[src/rtl/ercm_pkg.sv]
`default_nettype none
// ============================================================================
// ercm_pkg - shared helpers and default-width types for the ERCM multiplier.
// Rev 1.0
// ============================================================================
package ercm_pkg;

  function automatic int ercm_clog2(input int value);
    int r;
    r = 0;
    while ((32'd1 << r) < value) r = r + 1;
    return r;
  endfunction

  localparam int ERCM_WIDTH = 8;
  localparam int ERCM_KW    = ercm_clog2(2*ERCM_WIDTH+1);

  typedef logic [ERCM_KW-1:0]      ercm_k_t;
  typedef logic [2*ERCM_WIDTH-1:0] ercm_prod_t;

endpackage
`default_nettype wire

[src/rtl/ercm_col_compress.sv]
`default_nettype none
// ============================================================================
// ercm_col_compress - OR-compresses columns below K, reduces the rest to two
// carry-save rows. Rev 1.0
// ============================================================================
module ercm_col_compress
  import ercm_pkg::*;
#(
  parameter int WIDTH = 8,
  localparam int KW = ercm_clog2(2*WIDTH+1),
  localparam int PW = 2*WIDTH
)(
  input  logic [WIDTH-1:0] i_a,
  input  logic [WIDTH-1:0] i_b,
  input  logic [KW-1:0]    i_k,
  output logic [PW-1:0]    o_low,
  output logic [PW-1:0]    o_row0,
  output logic [PW-1:0]    o_row1
);

  logic [PW-1:0] w_lo_mask;
  logic [PW-1:0] w_pp [WIDTH];
  logic [PW-1:0] w_hi [WIDTH];
  logic [PW-1:0] w_or [WIDTH];
  logic [PW-1:0] w_s  [1:WIDTH-1];
  logic [PW-1:0] w_c  [1:WIDTH-1];

  for (genvar gc = 0; gc < PW; gc++) begin : g_mask
    assign w_lo_mask[gc] = (KW'(gc) < i_k);
  end

  // Row i holds pp[i][*] aligned to its columns; OR over rows = OR over a column.
  for (genvar gi = 0; gi < WIDTH; gi++) begin : g_row
    assign w_pp[gi] = {{WIDTH{1'b0}}, i_a & {WIDTH{i_b[gi]}}} << gi;
    assign w_hi[gi] = w_pp[gi] & ~w_lo_mask;
    if (gi == 0) begin : g_first
      assign w_or[gi] = w_pp[gi];
    end else begin : g_rest
      assign w_or[gi] = w_or[gi-1] | w_pp[gi];
    end
  end

  assign o_low = w_or[WIDTH-1] & w_lo_mask;

  // High rows contain only bits at or above K, so carries can never reach below K.
  assign w_s[1] = w_hi[0];
  assign w_c[1] = w_hi[1];
  for (genvar gr = 2; gr < WIDTH; gr++) begin : g_csa
    assign w_s[gr] = w_s[gr-1] ^ w_c[gr-1] ^ w_hi[gr];
    assign w_c[gr] = ((w_s[gr-1] & w_c[gr-1]) | (w_s[gr-1] & w_hi[gr]) |
                      (w_c[gr-1] & w_hi[gr])) << 1;
  end

  assign o_row0 = w_s[WIDTH-1];
  assign o_row1 = w_c[WIDTH-1];

endmodule
`default_nettype wire

[src/rtl/ercm_mult_pipe.sv]
`default_nettype none
// ============================================================================
// ercm_mult_pipe - 3-stage valid/ready approximate multiplier, runtime K.
// Optional error statistics via ERCM_ERR_STAT_EN. Rev 1.0
// ============================================================================
module ercm_mult_pipe
  import ercm_pkg::*;
#(
  parameter int WIDTH = 8,
  parameter int K_RST = 4,
`ifdef ERCM_ERR_STAT_EN
  parameter int CNT_W = 16,
`endif
  localparam int KW = ercm_clog2(2*WIDTH+1),
  localparam int PW = 2*WIDTH
)(
  input  logic             clk,
  input  logic             rst,
  input  logic             in_vld,
  output logic             in_rdy,
  input  logic [WIDTH-1:0] dat_in_a,
  input  logic [WIDTH-1:0] dat_in_b,
  output logic             out_vld,
  input  logic             out_rdy,
  output logic [PW-1:0]    dat_o,
  input  logic             cfg_we,
  input  logic [KW-1:0]    cfg_k,
  output logic [KW-1:0]    k_o
`ifdef ERCM_ERR_STAT_EN
  ,
  input  logic             err_clr,
  output logic [CNT_W-1:0] err_cnt
`endif
);

  logic             r_v1, r_v2, r_v3;
  logic [WIDTH-1:0] r_a1, r_b1;
  logic [KW-1:0]    r_k1, r_k;
  logic [PW-1:0]    r_low2, r_s2, r_c2, r_dat3;
  logic [PW-1:0]    w_low, w_row0, w_row1, w_sum;
  logic [KW-1:0]    w_k_sat;
  logic             w_ld2, w_ld3, w_adv1, w_adv2, w_in_rdy;

  assign w_ld3    = !r_v3 || out_rdy;
  assign w_adv2   = r_v2 && w_ld3;
  assign w_ld2    = !r_v2 || w_adv2;
  assign w_adv1   = r_v1 && w_ld2;
  assign w_in_rdy = !r_v1 || w_adv1;

  assign w_k_sat = (cfg_k > KW'(PW)) ? KW'(PW) : cfg_k;

  ercm_col_compress #(.WIDTH(WIDTH)) u_compress (
    .i_a    (r_a1),
    .i_b    (r_b1),
    .i_k    (r_k1),
    .o_low  (w_low),
    .o_row0 (w_row0),
    .o_row1 (w_row1)
  );

  assign w_sum = r_s2 + r_c2 + r_low2;

  always_ff @(posedge clk) begin
    if (rst) begin
      r_v1   <= 1'b0;
      r_v2   <= 1'b0;
      r_v3   <= 1'b0;
      r_a1   <= '0;
      r_b1   <= '0;
      r_k1   <= '0;
      r_low2 <= '0;
      r_s2   <= '0;
      r_c2   <= '0;
      r_dat3 <= '0;
      r_k    <= KW'(K_RST);
    end else begin
      if (w_in_rdy) r_v1 <= in_vld;
      // K is captured with the operands so later writes never touch this op.
      if (w_in_rdy && in_vld) begin
        r_a1 <= dat_in_a;
        r_b1 <= dat_in_b;
        r_k1 <= r_k;
      end
      if (w_ld2) r_v2 <= r_v1;
      if (w_adv1) begin
        r_low2 <= w_low;
        r_s2   <= w_row0;
        r_c2   <= w_row1;
      end
      if (w_ld3) r_v3 <= r_v2;
      if (w_adv2) r_dat3 <= w_sum;
      if (cfg_we) r_k <= w_k_sat;
    end
  end

  assign in_rdy  = w_in_rdy;
  assign out_vld = r_v3;
  assign dat_o   = r_dat3;
  assign k_o     = r_k;

`ifdef ERCM_ERR_STAT_EN
  logic [WIDTH-1:0] r_a2, r_b2;
  logic             r_inex3;
  logic [CNT_W-1:0] r_err;
  logic [PW-1:0]    w_exact;

  assign w_exact = {{WIDTH{1'b0}}, r_a2} * {{WIDTH{1'b0}}, r_b2};

  always_ff @(posedge clk) begin
    if (rst) begin
      r_a2    <= '0;
      r_b2    <= '0;
      r_inex3 <= 1'b0;
      r_err   <= '0;
    end else begin
      if (w_adv1) begin
        r_a2 <= r_a1;
        r_b2 <= r_b1;
      end
      if (w_adv2) r_inex3 <= (w_sum != w_exact);
      if (err_clr) begin
        r_err <= '0;
      end else if (r_v3 && out_rdy && r_inex3 && (r_err != {CNT_W{1'b1}})) begin
        r_err <= r_err + 1'b1;
      end
    end
  end

  assign err_cnt = r_err;
`endif

endmodule
`default_nettype wire

[config.mk]
export PLATFORM = sky130hd
export DESIGN_NAME = ercm_mult_pipe
export DESIGN_NICKNAME = d
export VERILOG_FILES = /design/src/rtl/ercm_pkg.sv /design/src/rtl/ercm_col_compress.sv /design/src/rtl/ercm_mult_pipe.sv
export SDC_FILE = /design/constraint.sdc
export NUM_CORES = 1
export LEC_CHECK = 0
export ABC_AREA = 1
export CELL_PAD_IN_SITES_DETAIL_PLACEMENT = 2
export CELL_PAD_IN_SITES_GLOBAL_PLACEMENT = 2
export CORE_MARGIN = 2
export CORE_UTILIZATION = 34
export DETAILED_ROUTE_END_ITERATION = 7
export GPL_ROUTABILITY_DRIVEN = 0
export PLACE_DENSITY_LB_ADDON = 0.1
export SKIP_CTS_REPAIR_TIMING = 1
export SKIP_LAST_GASP = 1
export SLEW_MARGIN = 20
export SYNTH_ARGS = -nofsm -noshare
export SYNTH_HDL_FRONTEND = slang
export SYNTH_SLANG_ARGS = --single-unit
[constraint.sdc]
create_clock -name clk -period 4.97 [get_ports clk]
set_input_delay 0.994 -clock clk [delete_from_list [all_inputs] [get_ports clk]]
set_output_delay 0.994 -clock clk [all_outputs]
set_load 0.1 [all_outputs]
==> run_results.csv <==
group,metric,value,unit
sta,slew_headroom,33.8,%
synthesis,synth_commonest_cells,"nand2_1 (135), nor2_1 (114), inv_1 (108)",
clock_tree,cts.path.max_buffers,2,
clock_tree,clkSlewWorstSetupHoldPaths,70,ps
synthesis,avgSynthCellArea,7.28,µm²
floorplan,die-area,18500,µm²
setup_path,crit_path_end_kind,"flop",
route,remaining_drc_errors,0,
synthesis,synth_area_leaders,"dfxtp_1 (28%), fa_1 (17%), nand2_1 (8.6%), nor2_1 (7.2%), inv_1 (6.9%)",
global_route,grt-ovfl-total,0,
place,placed_area,6570,µm²
floorplan,ioPinCount,49,
route,vias_per_cell,5.08,
final_layout,drive_above_1_share,5.67,%
global_route,antenna_found_initial,0,
final_layout,final_util,40.1,%
final_layout,stdcell_area,6890,µm²
clock_tree,clock_latency,360,ps
route,wire_per_inst,18.2,µm
global_route,grt_use_total,22.5,%
synthesis,ys_ff_latch,83,
synthesis,synth_top_cell_area_share,28.1,%
setup_path,worstPathRequired,5220,ps
pwr,p_per_area,285,nW/µm²
sta,setup_viol,0,
flow_run,maxCapViolCount,0,
place,dp_hpwl,15100,µm
clock_tree,cts_tree,"built",
sta,clock_skew,9.49,ps
synthesis,syn_inst,812,
setup_path,critPathMaxStageDelay,560,ps
synthesis,syn_area,5910,µm²
final_layout,area_growth,16.6,%
floorplan,design.core.area,17200,µm²
floorplan,rows,48,
hold_path,min_path_type,"reg -> reg",
final_layout,n_antenna_cell,0,
global_route,grt_pass1_wl,31700,µm
setup_path,start_kind,"flop",
synthesis,synth_flop_cell,"dfxtp_1",
place,io_buffers,48,
synthesis,synth_nets,916,
sta,fin_crit,4570,ps
clock_tree,cts_made_buffers,9,
setup_path,critical_path.max_fanout,15,
floorplan,start_util,34.4,%
synthesis,ys_types,31,
setup_path,worstPathArrival,4820,ps
setup_path,cp_common_cell,"fa_1",
outcome,status,"completed",
route,routed_wirelength,19500,µm
sta,setup_ws,401,ps
synthesis,synth_edf_count,0,
global_route,grt_pass1_vias,5968,
setup_path,crit_chain,"nor2_4 > nand2_1 > inv_2 > nand3_1 > fa_1 > inv_1 > fa_1 > fa_1 > inv_1 > fa_1 > fa_1 > inv_1 > fa_1 > o21ai_0 > nor2_1",
synthesis,yosysWarnings,0,
route,vias,5444,
clock_tree,root_buffer,"clkbuf_16",
setup_path,cp_slowest_cell,"fa_1",
route,ant_nets,0,
sta,hold_violations,0,
global_route,grt_max_degree,45,
sta,fin_crit_sh,91.9,%
route,drt_iter0_markers,180,
sta,worstMarginPinSlew,990,ps
synthesis,synth_top_area_cell,"dfxtp_1",
sta,rsz0062_at_grt,"false",
synthesis,synthArstFlopShare,0,%
floorplan,fp.dieW,136,µm
clock_tree,clock-sinks,83,
clock_tree,htree_levels,3,
route,dr.pass1.iters,4,
setup_path,worstSetupPathType,"reg -> reg",
final_layout,nets,946,
sta,setup-tns-final,0,ps
sta,slew_viol_final,0,
sta,fmax,0.219,GHz
place,dpl_worst_slack,377,ps
pwr,leakage,0.00309,µW
synthesis,yosysMostFrequentCell,"nand2_1",
floorplan,die_h,136,µm
pwr,ir_worst_vdd,0.000169,V
synthesis,synth-seq-area-share,28.1,%
cells in the final DEF, fill, tap and decap left out, drive strengths merged, types with 2 or more instances in the layout:
cell / count
fa: 50
xor2: 4
ha: 28
clkinvlp: 2
dfxtp: 83
a21oi: 52
nand3: 64
nor2: 116
nor3: 8
inv: 118
buf: 12
o21ai: 84
bufinv: 2
clkbuf: 9
o22ai: 6
a211oi: 2
clkdlybuf4s50: 47
nand4: 9
nand2: 139
o211ai: 6
worst max-delay path, delay by kind of cell, from the launching register on:
family,cells,cell delay [ps]
fa+ha+maj,6,2900
simple gates,4,700
flops,1,370
buf+inv,4,290
compound gates,1,200
worst paths after layout:
kind,cells after the start,start,to,slack (ps)
worst min-delay path,2,dat_o[2]$_SDFFE_PP0P_,dat_o[2]$_SDFFE_PP0P_,490
worst max register to register,15,r_k1[4]$_SDFFE_PP0P_,r_c2[8]$_SDFFE_PP0P_,400
worst max-delay path,15,r_k1[4]$_SDFFE_PP0P_,r_c2[8]$_SDFFE_PP0P_,400
worst min register to register,2,dat_o[2]$_SDFFE_PP0P_,dat_o[2]$_SDFFE_PP0P_,490
cell type report:
type	instances	area, µm²
clock buffer	9	225
clock inverter	7	97.6
fill	2043	10300
inverter	116	435
multi-input combinational	573	3630
sequential	83	1660
tap	225	282
timing repair buffer	59	561
power by group:
| group | switching (µW) | internal [µW] |
|---|---|---|
| clock network | 312 | 443 |
| registers | 51.1 | 704 |
| logic | 308 | 145 |
layer usage:
layer / global-route usage [%] / part of all wire [%] / vias up
met5: 0 / 0 / -
met4: 6.60 / 1.6 / 0
met3: 2.16 / 1.6 / 18
met2: 41.2 / 52 / 64
met1: 28.0 / 45 / 2706
li1: - / - / 2656
per-stage QoR:
step	hold slack, ps	power, µW	std cells
floorplan	449	1070	812
global placement	468	1200	1056
detailed placement	487	1230	1056
CTS	498	1990	1072
global route	532	2070	1072
finish	494	1960	1072
flip-flops by register name, indices dropped and copies added, names as in the netlist:
register and cells:
out_vld 1, k_o 5, r_c2 8, r_s2 15, r_v1 1, r_low2 15
r_v2 1, dat_o 16, r_k1 5, r_b1 8, r_a1 8
kinds of logic (layout without fill, tap and decap cells):
kind of cell	after synthesis	count (layout)	synth area share (%)
AO/OA/AOI/OAI	153	153	14.0
XOR/XNOR	5	5	0.741
adder cells (fa/ha/maj)	78	78	22.9
buffers and inverters	156	191	10.5
flip-flops	83	83	28.1
AND/OR/NAND/NOR	337	337	23.8
(Power assumes the default switching activity.)
